--- config.mk ---
export PLATFORM = sky130hd
export DESIGN_NAME = iter_shifter
export DESIGN_NICKNAME = d
export VERILOG_FILES = /design/src/rtl/shift_pkg.sv /design/src/rtl/shift_step.sv /design/src/rtl/iter_shifter.sv
export SDC_FILE = /design/constraint.sdc
export NUM_CORES = 1
export LEC_CHECK = 0
export ABC_AREA = 1
export CAP_MARGIN = 0
export CORE_ASPECT_RATIO = 0.7
export CORE_MARGIN = 2
export CORE_UTILIZATION = 45
export CTS_CLUSTER_DIAMETER = 50
export DETAILED_ROUTE_END_ITERATION = 8
export PLACE_DENSITY = 0.72
export SYNTH_ARGS = -nofsm -noshare
export SYNTH_HDL_FRONTEND = slang
export SYNTH_SLANG_ARGS = --single-unit
export TNS_END_PERCENT = 1
--- constraint.sdc ---
create_clock -name clk -period 3.5 [get_ports clk]
set_clock_uncertainty 0.2 [all_clocks]
set_input_delay 0.525 -clock clk [delete_from_list [all_inputs] [get_ports clk]]
set_output_delay 0.525 -clock clk [all_outputs]
set_load 0.005 [all_outputs]
--- src/rtl/shift_pkg.sv ---
// Shared encodings for the iterative shifter: operation codes and FSM states.
package shift_pkg;

  typedef enum logic [1:0] {
    SH_SLL = 2'b00,
    SH_SRL = 2'b01,
    SH_SRA = 2'b10,
    SH_ROR = 2'b11
  } shift_op_e;

  typedef enum logic [1:0] {
    IDLE  = 2'b00,
    SHIFT = 2'b01,
    DONE  = 2'b10
  } state_e;

endpackage

--- src/rtl/shift_step.sv ---
// Combinational single-step shifter: moves value by a small amount (at most one
// STEP) using the requested operation. SRA takes its fill bit from the caller.
module shift_step
  import shift_pkg::*;
#(
  parameter int  WIDTH   = 32,
  localparam int SHAMT_W = $clog2(WIDTH)
) (
  input  logic [WIDTH-1:0]   value,
  input  shift_op_e          op,
  input  logic [SHAMT_W-1:0] amount,
  input  logic               fill,
  output logic [WIDTH-1:0]   shifted
);

  logic [SHAMT_W-1:0] ror_back;
  logic [WIDTH-1:0]   fill_mask;

  // Rotating right by n equals (v >> n) | (v << (WIDTH-n)); taking WIDTH-n
  // modulo WIDTH keeps a zero amount from shifting everything out.
  always_comb begin
    ror_back  = -amount;
    fill_mask = fill ? ~({WIDTH{1'b1}} >> amount) : '0;
    shifted   = value;
    case (op)
      SH_SLL: shifted = value << amount;
      SH_SRL: shifted = value >> amount;
      SH_SRA: shifted = (value >> amount) | fill_mask;
      SH_ROR: shifted = (value >> amount) | (value << ror_back);
    endcase
  end

endmodule

--- src/rtl/iter_shifter.sv ---
// Multi-cycle barrel-shifter replacement: shifts at most STEP bits per clock
// and reports completion with a one-cycle done pulse.
module iter_shifter
  import shift_pkg::*;
#(
  parameter int  WIDTH   = 32,
  parameter int  STEP    = 1,
  localparam int SHAMT_W = $clog2(WIDTH)
) (
  input  logic               clk,
  input  logic               reset,
  input  logic               start,
  input  logic [1:0]         op,
  input  logic [WIDTH-1:0]   data_in,
  input  logic [SHAMT_W-1:0] shamt,
  output logic               busy,
  output logic               done,
  output logic [WIDTH-1:0]   result
);

  localparam logic [SHAMT_W:0] STEP_W = (SHAMT_W + 1)'(STEP);

  state_e             state, next_state;
  shift_op_e          op_q, step_op;
  logic               sign_q, step_fill, accept;
  logic [SHAMT_W-1:0] remaining, step_rem, step_amt, rem_next;
  logic [WIDTH-1:0]   step_in, step_out;

  assign accept = start && (state != SHIFT);
  assign busy   = (state == SHIFT);
  assign done   = (state == DONE);

  // The accepting edge already performs the first step on data_in, so done
  // lands max(1, ceil(shamt/STEP)) cycles after start and shamt <= STEP is
  // a single-cycle operation.
  always_comb begin
    step_in   = result;
    step_op   = op_q;
    step_fill = sign_q;
    step_rem  = remaining;
    if (accept) begin
      step_in   = data_in;
      step_op   = shift_op_e'(op);
      step_fill = data_in[WIDTH-1];
      step_rem  = shamt;
    end
    step_amt = ({1'b0, step_rem} < STEP_W) ? step_rem : STEP_W[SHAMT_W-1:0];
    rem_next = step_rem - step_amt;
  end

  shift_step #(.WIDTH(WIDTH)) u_step (
    .value   (step_in),
    .op      (step_op),
    .amount  (step_amt),
    .fill    (step_fill),
    .shifted (step_out)
  );

  always_comb begin
    next_state = state;
    case (state)
      IDLE:    if (accept) next_state = (rem_next == '0) ? DONE : SHIFT;
      SHIFT:   if (rem_next == '0) next_state = DONE;
      DONE:    next_state = accept ? ((rem_next == '0) ? DONE : SHIFT) : IDLE;
      default: next_state = IDLE;
    endcase
  end

  // result doubles as the accumulator; it only moves on acceptance or in SHIFT.
  always_ff @(posedge clk or posedge reset) begin
    if (reset) begin
      state     <= IDLE;
      result    <= '0;
      remaining <= '0;
      op_q      <= SH_SLL;
      sign_q    <= 1'b0;
    end else begin
      state <= next_state;
      if (accept || state == SHIFT) begin
        result    <= step_out;
        remaining <= rem_next;
      end
      if (accept) begin
        op_q   <= shift_op_e'(op);
        sign_q <= data_in[WIDTH-1];
      end
    end
  end

endmodule

==> impl_metrics.env, run 1 <==
export IMPL_antenna_found_initial=0
export IMPL_ys_ff_latch=42
export IMPL_cp_top_family="buffers and inverters"
export IMPL_start_kind="input pin"
export IMPL_avgViaCountPerCell=5.77
export IMPL_fin_nets=949
export IMPL_cts_path_max_buffers=2
export IMPL_routed_via_count=5966
export IMPL_totalWireLength_um=18100
export IMPL_cts_setup_buffers=0
export IMPL_grt_pass1_vias=5531
export IMPL_startpoint="start"
export IMPL_numPortBuffers=75
export IMPL_report_final_hold_viol_count=0
export IMPL_fin_setup_tns_ns=0
export IMPL_max_vdd_ir_drop_v=0.000537
export IMPL_drive_gt1_frac=0.118
export IMPL_required_ns=3.48
export IMPL_hold_ws_ns=0.313
export IMPL_ioPinCount=76
export IMPL_rsz0062_at_grt="no"
export IMPL_cts_made_buffers=5
export IMPL_ctsRootBufferMaster="clkbuf_16"
export IMPL_fin_crit_ns=3.30
export IMPL_dp_cells=1026
export IMPL_diodes=0
export IMPL_crit_buf_inv=7
export IMPL_fp_dieW_um=126
export IMPL_powerDensity_nw_per_um2=987
export IMPL_postSynthAreaPerCell_um2=5.79
export IMPL_critical_path_arrival_ns=3.27
export IMPL_cts_hold_buf=0
export IMPL_worstPathMaxFanout=21
export IMPL_r2r_start="state[0]"
export IMPL_slew_headroom=0.422
export IMPL_design_area_um2=6000
export IMPL_core_region_area_um2=10300
export IMPL_cts_sinks=42
export IMPL_placed_area_um2=5840
export IMPL_critPathMaxStageDelay_ns=0.53
export IMPL_rows=31
export IMPL_grt_first_pass_wirelength_um=29600
export IMPL_start_util=0.460
export IMPL_status="finished clean"
export IMPL_hp_class="reg -> reg"
export IMPL_max_cap_viol_count=0
export IMPL_grt_util_all_layers=0.323
export IMPL_dieArea_um2=11300
export IMPL_cpMostUsedCell="nand3_1"
export IMPL_p_leak_nw=2.94
export IMPL_slew_violations=0
export IMPL_drc_errors=0
export IMPL_postRouteAntennaNets=0
export IMPL_slowest_stage="clkdlybuf4s50_1"
export IMPL_hold_start="result[30]"
export IMPL_synth_area_um2=4720
export IMPL_syn_to_final_growth_pct=26.9
export IMPL_syn_inst=816
export IMPL_crit_path_end_kind="register"
export IMPL_tightest_slew_ns=0.862
export IMPL_dp_hpwl_um=13600
export IMPL_yosysWarnings=0
export IMPL_yosysUniqueCellTypes=43
export IMPL_post_route_period_util=0.941
export IMPL_setup_violations=0
export IMPL_cp_cell_sequence="clkdlybuf4s50_1 -> buf_4 -> nand3_1 -> nand2_4 -> nand2_4 -> inv_2 -> nand3_4 -> clkinv_1 -> ha_1 -> inv_1 -> ha_1 -> clkinv_1 -> buf_12 -> nand3_1 -> o21ai_2 -> nand2_1 -> nand3_1 -> nand2_1 -> nor2_1 -> o21ai_1"
export IMPL_tritoncts="built"
export IMPL_drt_initial_drc_count=882
export IMPL_ys_seq_area_frac=0.222
export IMPL_fin_cells=1034
export IMPL_worstSetupPathType="in -> reg"
export IMPL_wire_per_inst_um=17.5
export IMPL_max_freq_mhz=303
export IMPL_htreeDepth=2
export IMPL_worstSkewPairLatency_ns=0.30
export IMPL_post_route_util=0.583
export IMPL_grt_overflow=0
export IMPL_ctsResizeCount=0
export IMPL_grt_start_max_net_pins=38
export IMPL_clk_pin_slew_ns=0.06
export IMPL_firstDrtPassIters=6
export IMPL_fp_dieH_um=89.7
export IMPL_gp_congestion=1.02
## flip-flops by register name, indices dropped and copies added, names as in the netlist
name,count
remaining,5
result,32
state,2
op_q,2
sign_q,1
## worst paths after layout
check,cells after the start,endpoint,slack [ns]
max,20,result[25],0.20
min,2,result[30],0.31
max reg2reg,19,result[25],0.48
min reg2reg,2,result[30],0.31
max in group asynchronous,3,result[4],1.92
min in group asynchronous,2,result[13],0.40
## cells by family after synthesis
| group | count (synthesis) | synth area share |
|---|---|---|
| compound gates | 112 | 0.133 |
| xor+xnor | 2 | 0.00371 |
| other cells | 2 | 0.00159 |
| mux | 1 | 0.00212 |
| buf+inv | 103 | 0.100 |
| fa+ha+maj | 6 | 0.0159 |
| flops | 42 | 0.222 |
| simple gates | 548 | 0.521 |
## worst reg2reg max path: cells and delay by family (launching register included)
kind,cells,cell delay [ns]
adder cells (fa/ha/maj),2,0.51
AO/OA/AOI/OAI,2,0.17
buffers and inverters,4,0.41
flip-flops,1,0.42
AND/OR/NAND/NOR,11,1.20
## cell usage in the layout, fill, tap and decap left out, types with 5 or more instances in the layout
cell,instances
buf_12,6
o21ai_0,28
inv_1,36
o21ai_2,8
dfrtp_1,42
nand2_1,292
buf_4,48
a21oi_1,39
or2_1,5
o21ai_1,19
clkdlybuf4s50_1,75
clkbuf_16,5
nor2_1,25
nand3_1,183
nand2_2,7
ha_1,6
nand3b_1,6
a31oi_1,5
or2_2,7
inv_2,11
## final cells by class
| cell class | instances | area [µm²] |
|---|---|---|
| fillers | 1022 | 4280 |
| flip-flops and latches | 42 | 1050 |
| inverters | 50 | 188 |
| well taps | 132 | 165 |
| repair buffers | 129 | 1230 |
| multi-input cells | 673 | 3210 |
| clock buffers | 7 | 143 |
| clock inverters | 1 | 5.00 |
## Yosys cell counts, drive strengths merged
library cell  number  area share
nand2            303        0.25
nand3            185        0.20
o21ai             55       0.064
inv               48       0.038
dfrtp             42        0.22
a21oi             39       0.041
buf               37       0.048
nor2              31       0.030
clkbuf            16       0.013
or2               13       0.017
ha                 6       0.016
nand3b             6      0.0095
a31oi              5      0.0066
nand4              4      0.0053
o211ai             4      0.0064
and3               3      0.0040
a311oi             2      0.0037
clkinv             2      0.0016
conb               2      0.0016
o21bai             2      0.0032
o31ai              2      0.0032
xor2               2      0.0037
a22o               1      0.0019
a41oi              1      0.0019
and2               1      0.0013
mux2i              1      0.0021
nor3               1      0.0011
o22ai              1      0.0013
or3                1      0.0013
## routing by layer
| metal | vias up | share of wire | GRT usage | routed length (µm) |
|---|---|---|---|---|
| met1 | 2691 | 0.46 | 0.488 | 8280 |
| met5 | - | 0 | 0 | 0 |
| met4 | 0 | 0.020 | 0.0678 | 360 |
| met2 | 367 | 0.40 | 0.450 | 7240 |
| met3 | 37 | 0.12 | 0.0946 | 2180 |
| li1 | 2871 | - | - | - |
## stage by stage
stage,worst slack (ns),power (mW)
after floorplan,0.0311,3.78
after global placement,-0.0304,5.28
after detailed placement,-0.0940,5.31
after CTS,0.201,5.84
after global routing,0.00322,6.48
final,0.205,5.92
## where the power goes
group / internal [mW] / switching, mW
Clock: 0.284 / 0.215
Combinational: 1.73 / 2.75
Sequential: 0.759 / 0.180
(Power assumes the default switching activity.)
==> run 2, diff against run 1 <==
Settings changed: CELL_PAD_IN_SITES_DETAIL_PLACEMENT set to 1, CELL_PAD_IN_SITES_GLOBAL_PLACEMENT set to 1, CORE_UTILIZATION 45 to 34, PLACE_DENSITY 0.72 to 0.78.
==> impl_metrics.env, run 2 (synthesized netlist as in run 1, its figures left out) <==
export IMPL_status="finished clean"
export IMPL_antenna_found_initial=0
export IMPL_max_cap_viol_count=0
export IMPL_slowest_stage="clkdlybuf4s50_1"
export IMPL_grt_first_pass_wirelength_um=33800
export IMPL_cts_made_buffers=5
export IMPL_worstSetupPathType="in -> reg"
export IMPL_report_final_hold_viol_count=0
export IMPL_top_register="result"
export IMPL_cts_sinks=42
export IMPL_gp_congestion=0.972
export IMPL_fin_cells=1083
export IMPL_worstSkewPairLatency_ns=0.30
export IMPL_fp_dieH_um=103
export IMPL_routed_via_count=6111
export IMPL_dp_hpwl_um=16400
export IMPL_rsz0062_at_grt="no"
export IMPL_mostFrequentLayoutCells="nand2_1, nand3_1, clkdlybuf4s50_1, buf_4, dfrtp_1"
export IMPL_firstDrtPassIters=5
export IMPL_cp_cell_sequence="clkdlybuf4s50_1 -> inv_1 -> nand3_1 -> nand2_4 -> nand2_4 -> inv_2 -> nand3_4 -> clkinv_1 -> ha_1 -> inv_1 -> ha_1 -> clkinv_1 -> buf_4 -> buf_12 -> nand3_1 -> a21oi_1 -> o21bai_1 -> nand2_1 -> a21oi_1"
export IMPL_dp_worst_setup_slack_ns=-0.123
export IMPL_totalWireLength_um=21400
export IMPL_post_route_util=0.452
export IMPL_dp_cells=1076
export IMPL_reg_top3="result (32), remaining (5)"
export IMPL_drive_gt1_frac=0.114
export IMPL_layout_commonest_cell="nand2_1"
export IMPL_worstPathMaxFanout=9
export IMPL_hp_class="reg -> reg"
export IMPL_finalWorstSetupSlack_ns=0.328
export IMPL_crit_path_end_kind="register"
export IMPL_htreeDepth=2
export IMPL_grt_pass1_vias=6175
export IMPL_syn_to_final_growth_pct=27.8
export IMPL_max_freq_mhz=315
export IMPL_slew_violations=0
export IMPL_drt_initial_drc_count=398
export IMPL_critical_path_arrival_ns=3.18
export IMPL_clk_pin_slew_ns=0.06
export IMPL_power_mw=6.13
export IMPL_numPortBuffers=75
export IMPL_p_leak_nw=2.94
export IMPL_nFillCells=1858
export IMPL_largest_reg_flops=32
export IMPL_grt_util_all_layers=0.294
export IMPL_post_route_period_util=0.906
export IMPL_avgViaCountPerCell=5.64
export IMPL_slew_headroom=0.301
export IMPL_rows=35
export IMPL_powerDensity_nw_per_um2=1020
export IMPL_fin_nets=946
export IMPL_ctsRootBufferMaster="clkbuf_16"
export IMPL_diodes=0
export IMPL_tightest_slew_ns=1.05
export IMPL_hold_ws_ns=0.306
export IMPL_cts_path_max_buffers=2
export IMPL_fp_dieW_um=145
export IMPL_fin_crit_ns=3.17
export IMPL_max_vdd_ir_drop_v=0.000471
export IMPL_core_region_area_um2=13400
export IMPL_start_util=0.354
export IMPL_ioPinCount=76
export IMPL_dieArea_um2=14900
export IMPL_tritoncts="built"
export IMPL_postRouteAntennaNets=0
export IMPL_grt_overflow=0
export IMPL_drc_errors=0
export IMPL_start_kind="input pin"
export IMPL_grt_start_max_net_pins=43
export IMPL_required_ns=3.51
export IMPL_critPathMaxStageDelay_ns=0.46
export IMPL_setup_violations=0
export IMPL_cts_setup_buffers=0
export IMPL_wire_per_inst_um=19.7
run 2: cell types whose count changed in the layout (fill, tap and decap cells not counted), sizes merged:
cell           before  now
dlymetal6s2s        0    1
buf                54   51
inv                47   48
clkinv              4    2
clkdlybuf4s50      75   74
run 2: area by class of cell:
cell class                 count  area, µm²  area share
inverter                      50        190      0.0315
tap                          185        231      0.0383
multi-input combinational    673       3210       0.531
sequential                    42       1050       0.174
clock buffer                   7        133      0.0220
timing repair buffer         126       1220       0.203
run 2: report_power, final:
group / total [mW] / switching, mW / internal [mW]
sequential: 0.962 / 0.204 / 0.758
clock: 0.479 / 0.217 / 0.262
combinational: 4.69 / 2.91 / 1.78
total: 6.13 / 3.33 / 2.80
run 2: what timing repair did:
action | 4_1_cts | 5_1_grt
setup endpoints to repair | 0 | 9
resized for setup | 0 | 4
hold buffers | 0 | 0
run 2: worst max-delay path, delay by kind of cell:
family | cells | cell delay, ns
fa+ha+maj | 2 | 0.39
simple gates | 6 | 0.56
buf+inv | 8 | 1.19
compound gates | 3 | 0.52
run 2: through the flow:
stage,setup TNS [ns],area [µm²]
after global routing,0,6040
after floorplan,0,4730
after detailed placement,-1.31,5900
after global placement,-0.0228,5900
final,0,6040
after CTS,0,6030
run 2: path summary, 6_finish.rpt:
check,depth (start not counted),to,startpoint,slack [ns]
setup / recovery,19,result[18],shamt[4],0.33
hold / removal,2,result[12],result[12],0.31
setup reg to reg,19,result[19],state[0],0.43
hold reg to reg,2,result[12],result[12],0.31
max in group asynchronous,2,result[4],reset,1.84
min in group asynchronous,2,remaining[0],reset,0.61
run 2: layer usage:
metal,vias up,part of all wire,routed length [µm],GRT usage
li1,2869,-,-,-
met1,3017,0.48,10200,0.411
met2,204,0.44,9490,0.483
met3,21,0.065,1390,0.0525
met4,0,0.012,264,0.0493
met5,-,0,0,0
==> run 3, diff against run 2 <==
Settings changed: SLEW_MARGIN set to 20.
==> impl_metrics.env, run 3 (synthesized netlist as in run 1, its figures left out) <==
export IMPL_status="finished clean"
export IMPL_diodes=0
export IMPL_layout_commonest_cell="nand2_1"
export IMPL_reg2reg_depth=19
export IMPL_slew_headroom=0.417
export IMPL_cts_sinks=42
export IMPL_grt_start_max_net_pins=43
export IMPL_slowest_stage="clkdlybuf4s50_1"
export IMPL_cts_path_max_buffers=2
export IMPL_fin_cells=1083
export IMPL_grt_overflow=0
export IMPL_cp_cell_sequence="clkdlybuf4s50_1 -> inv_1 -> nand3_1 -> nand2_4 -> nand2_4 -> inv_2 -> nand3_4 -> clkinv_1 -> ha_1 -> inv_1 -> ha_1 -> clkinv_1 -> buf_4 -> buf_12 -> nand3_1 -> a21oi_1 -> o21bai_1 -> nand2_1 -> a21oi_1"
export IMPL_crit_path_end="result[18]"
export IMPL_max_cap_viol_count=0
export IMPL_r2r_start="state[0]"
export IMPL_fin_setup_tns_ns=0
export IMPL_core_region_area_um2=13400
export IMPL_powerDensity_nw_per_um2=1010
export IMPL_firstDrtPassIters=5
export IMPL_startpoint="shamt[4]"
export IMPL_rows=35
export IMPL_antenna_found_initial=0
export IMPL_cts_hold_buf=0
export IMPL_start_kind="input pin"
export IMPL_numPortBuffers=75
export IMPL_slew_violations=0
export IMPL_dp_hpwl_um=16400
export IMPL_fin_nets=946
export IMPL_drive_gt1_frac=0.114
export IMPL_htreeDepth=2
export IMPL_dieArea_um2=14900
export IMPL_mostFrequentLayoutCells="nand2_1, nand3_1, clkdlybuf4s50_1, buf_4, dfrtp_1"
export IMPL_clk_pin_slew_ns=0.06
export IMPL_worstSkewPairLatency_ns=0.29
export IMPL_crit_path_end_kind="register"
export IMPL_dp_cells=1076
export IMPL_grt_first_pass_wirelength_um=33800
export IMPL_grt_pass1_vias=6175
export IMPL_syn_to_final_growth_pct=27.8
export IMPL_drc_errors=0
export IMPL_rsz0062_at_grt="no"
export IMPL_max_vdd_ir_drop_v=0.000471
export IMPL_ctsRootBufferMaster="clkbuf_16"
export IMPL_fp_dieH_um=103
export IMPL_grt_util_all_layers=0.294
export IMPL_wire_per_inst_um=19.7
export IMPL_hp_class="reg -> reg"
export IMPL_post_route_period_util=0.905
export IMPL_reg2reg_setup_slack_ns=0.43
export IMPL_cts_made_buffers=5
export IMPL_largest_reg_flops=32
export IMPL_avgViaCountPerCell=5.63
export IMPL_critical_path_arrival_ns=3.18
export IMPL_fp_dieW_um=145
export IMPL_fin_crit_ns=3.17
export IMPL_tritoncts="built"
export IMPL_reg2reg_to="result[19]"
export IMPL_required_ns=3.51
export IMPL_totalWireLength_um=21300
export IMPL_postRouteAntennaNets=0
export IMPL_top_register="result"
export IMPL_max_freq_mhz=316
export IMPL_ioPinCount=76
export IMPL_start_util=0.354
export IMPL_worstSetupPathType="in -> reg"
export IMPL_routed_via_count=6094
export IMPL_setup_violations=0
export IMPL_gp_congestion=0.972
export IMPL_reg_top3="result (32), remaining (5)"
export IMPL_p_leak_nw=2.94
export IMPL_tightest_slew_ns=0.874
export IMPL_drt_initial_drc_count=398
export IMPL_hold_ws_ns=0.306
export IMPL_worstPathMaxFanout=9
export IMPL_critPathMaxStageDelay_ns=0.46
export IMPL_report_final_hold_viol_count=0
[run 3: report_power, final]
group	leakage, nW	internal [mW]	switching (mW)
logic	2.39	1.78	2.91
registers	0.482	0.758	0.203
clock network	0.0640	0.262	0.214
[run 3: worst min path at each step]
stage,start,endpoint,cells after the start
2_1_floorplan,result[16],result[16],2
3_3_place_gp,result[12],result[12],2
3_5_place_dp,result[12],result[12],2
4_1_cts,result[12],result[12],2
5_1_grt,result[1],result[1],2
6_report,result[12],result[12],2
[run 3: critical path, delay by kind of cell]
kind                     cells  cell delay, ns
buffers and inverters        8            1.19
adder cells (fa/ha/maj)      2            0.39
AND/OR/NAND/NOR              6            0.56
AO/OA/AOI/OAI                3            0.52
[run 3: metrics by stage]
stage,worst slack (ns),power [mW],instance area (µm²),util
global route,0.174,6.68,6040,0.452
global placement,-0.0197,5.41,5900,0.442
floorplan,0.0311,3.78,4730,-
detailed placement,-0.123,5.57,5900,0.442
finish,0.332,6.13,6040,0.452
CTS,0.141,6.08,6030,0.452
[run 3: cell type report]
cell class / instances / area (µm²)
tap: 185 / 231
multi-input combinational: 673 / 3210
fill: 1859 / 7320
sequential: 42 / 1050
inverter: 50 / 191
clock buffer: 7 / 133
timing repair buffer: 126 / 1220
[run 3: what timing repair did]
item,CTS,global route
setup endpoints to repair,0,9
buffers inserted,0,0
gates resized for setup,0,4
[run 3: routing by layer]
layer  wire (µm)  vias up  share of wire  global-route usage
li1            -     2865              -                   -
met4         257        0          0.012              0.0493
met1       10100     2995           0.47               0.411
met3        1510       19          0.071              0.0525
met2        9460      215           0.44               0.483
met5           0        -              0                   0
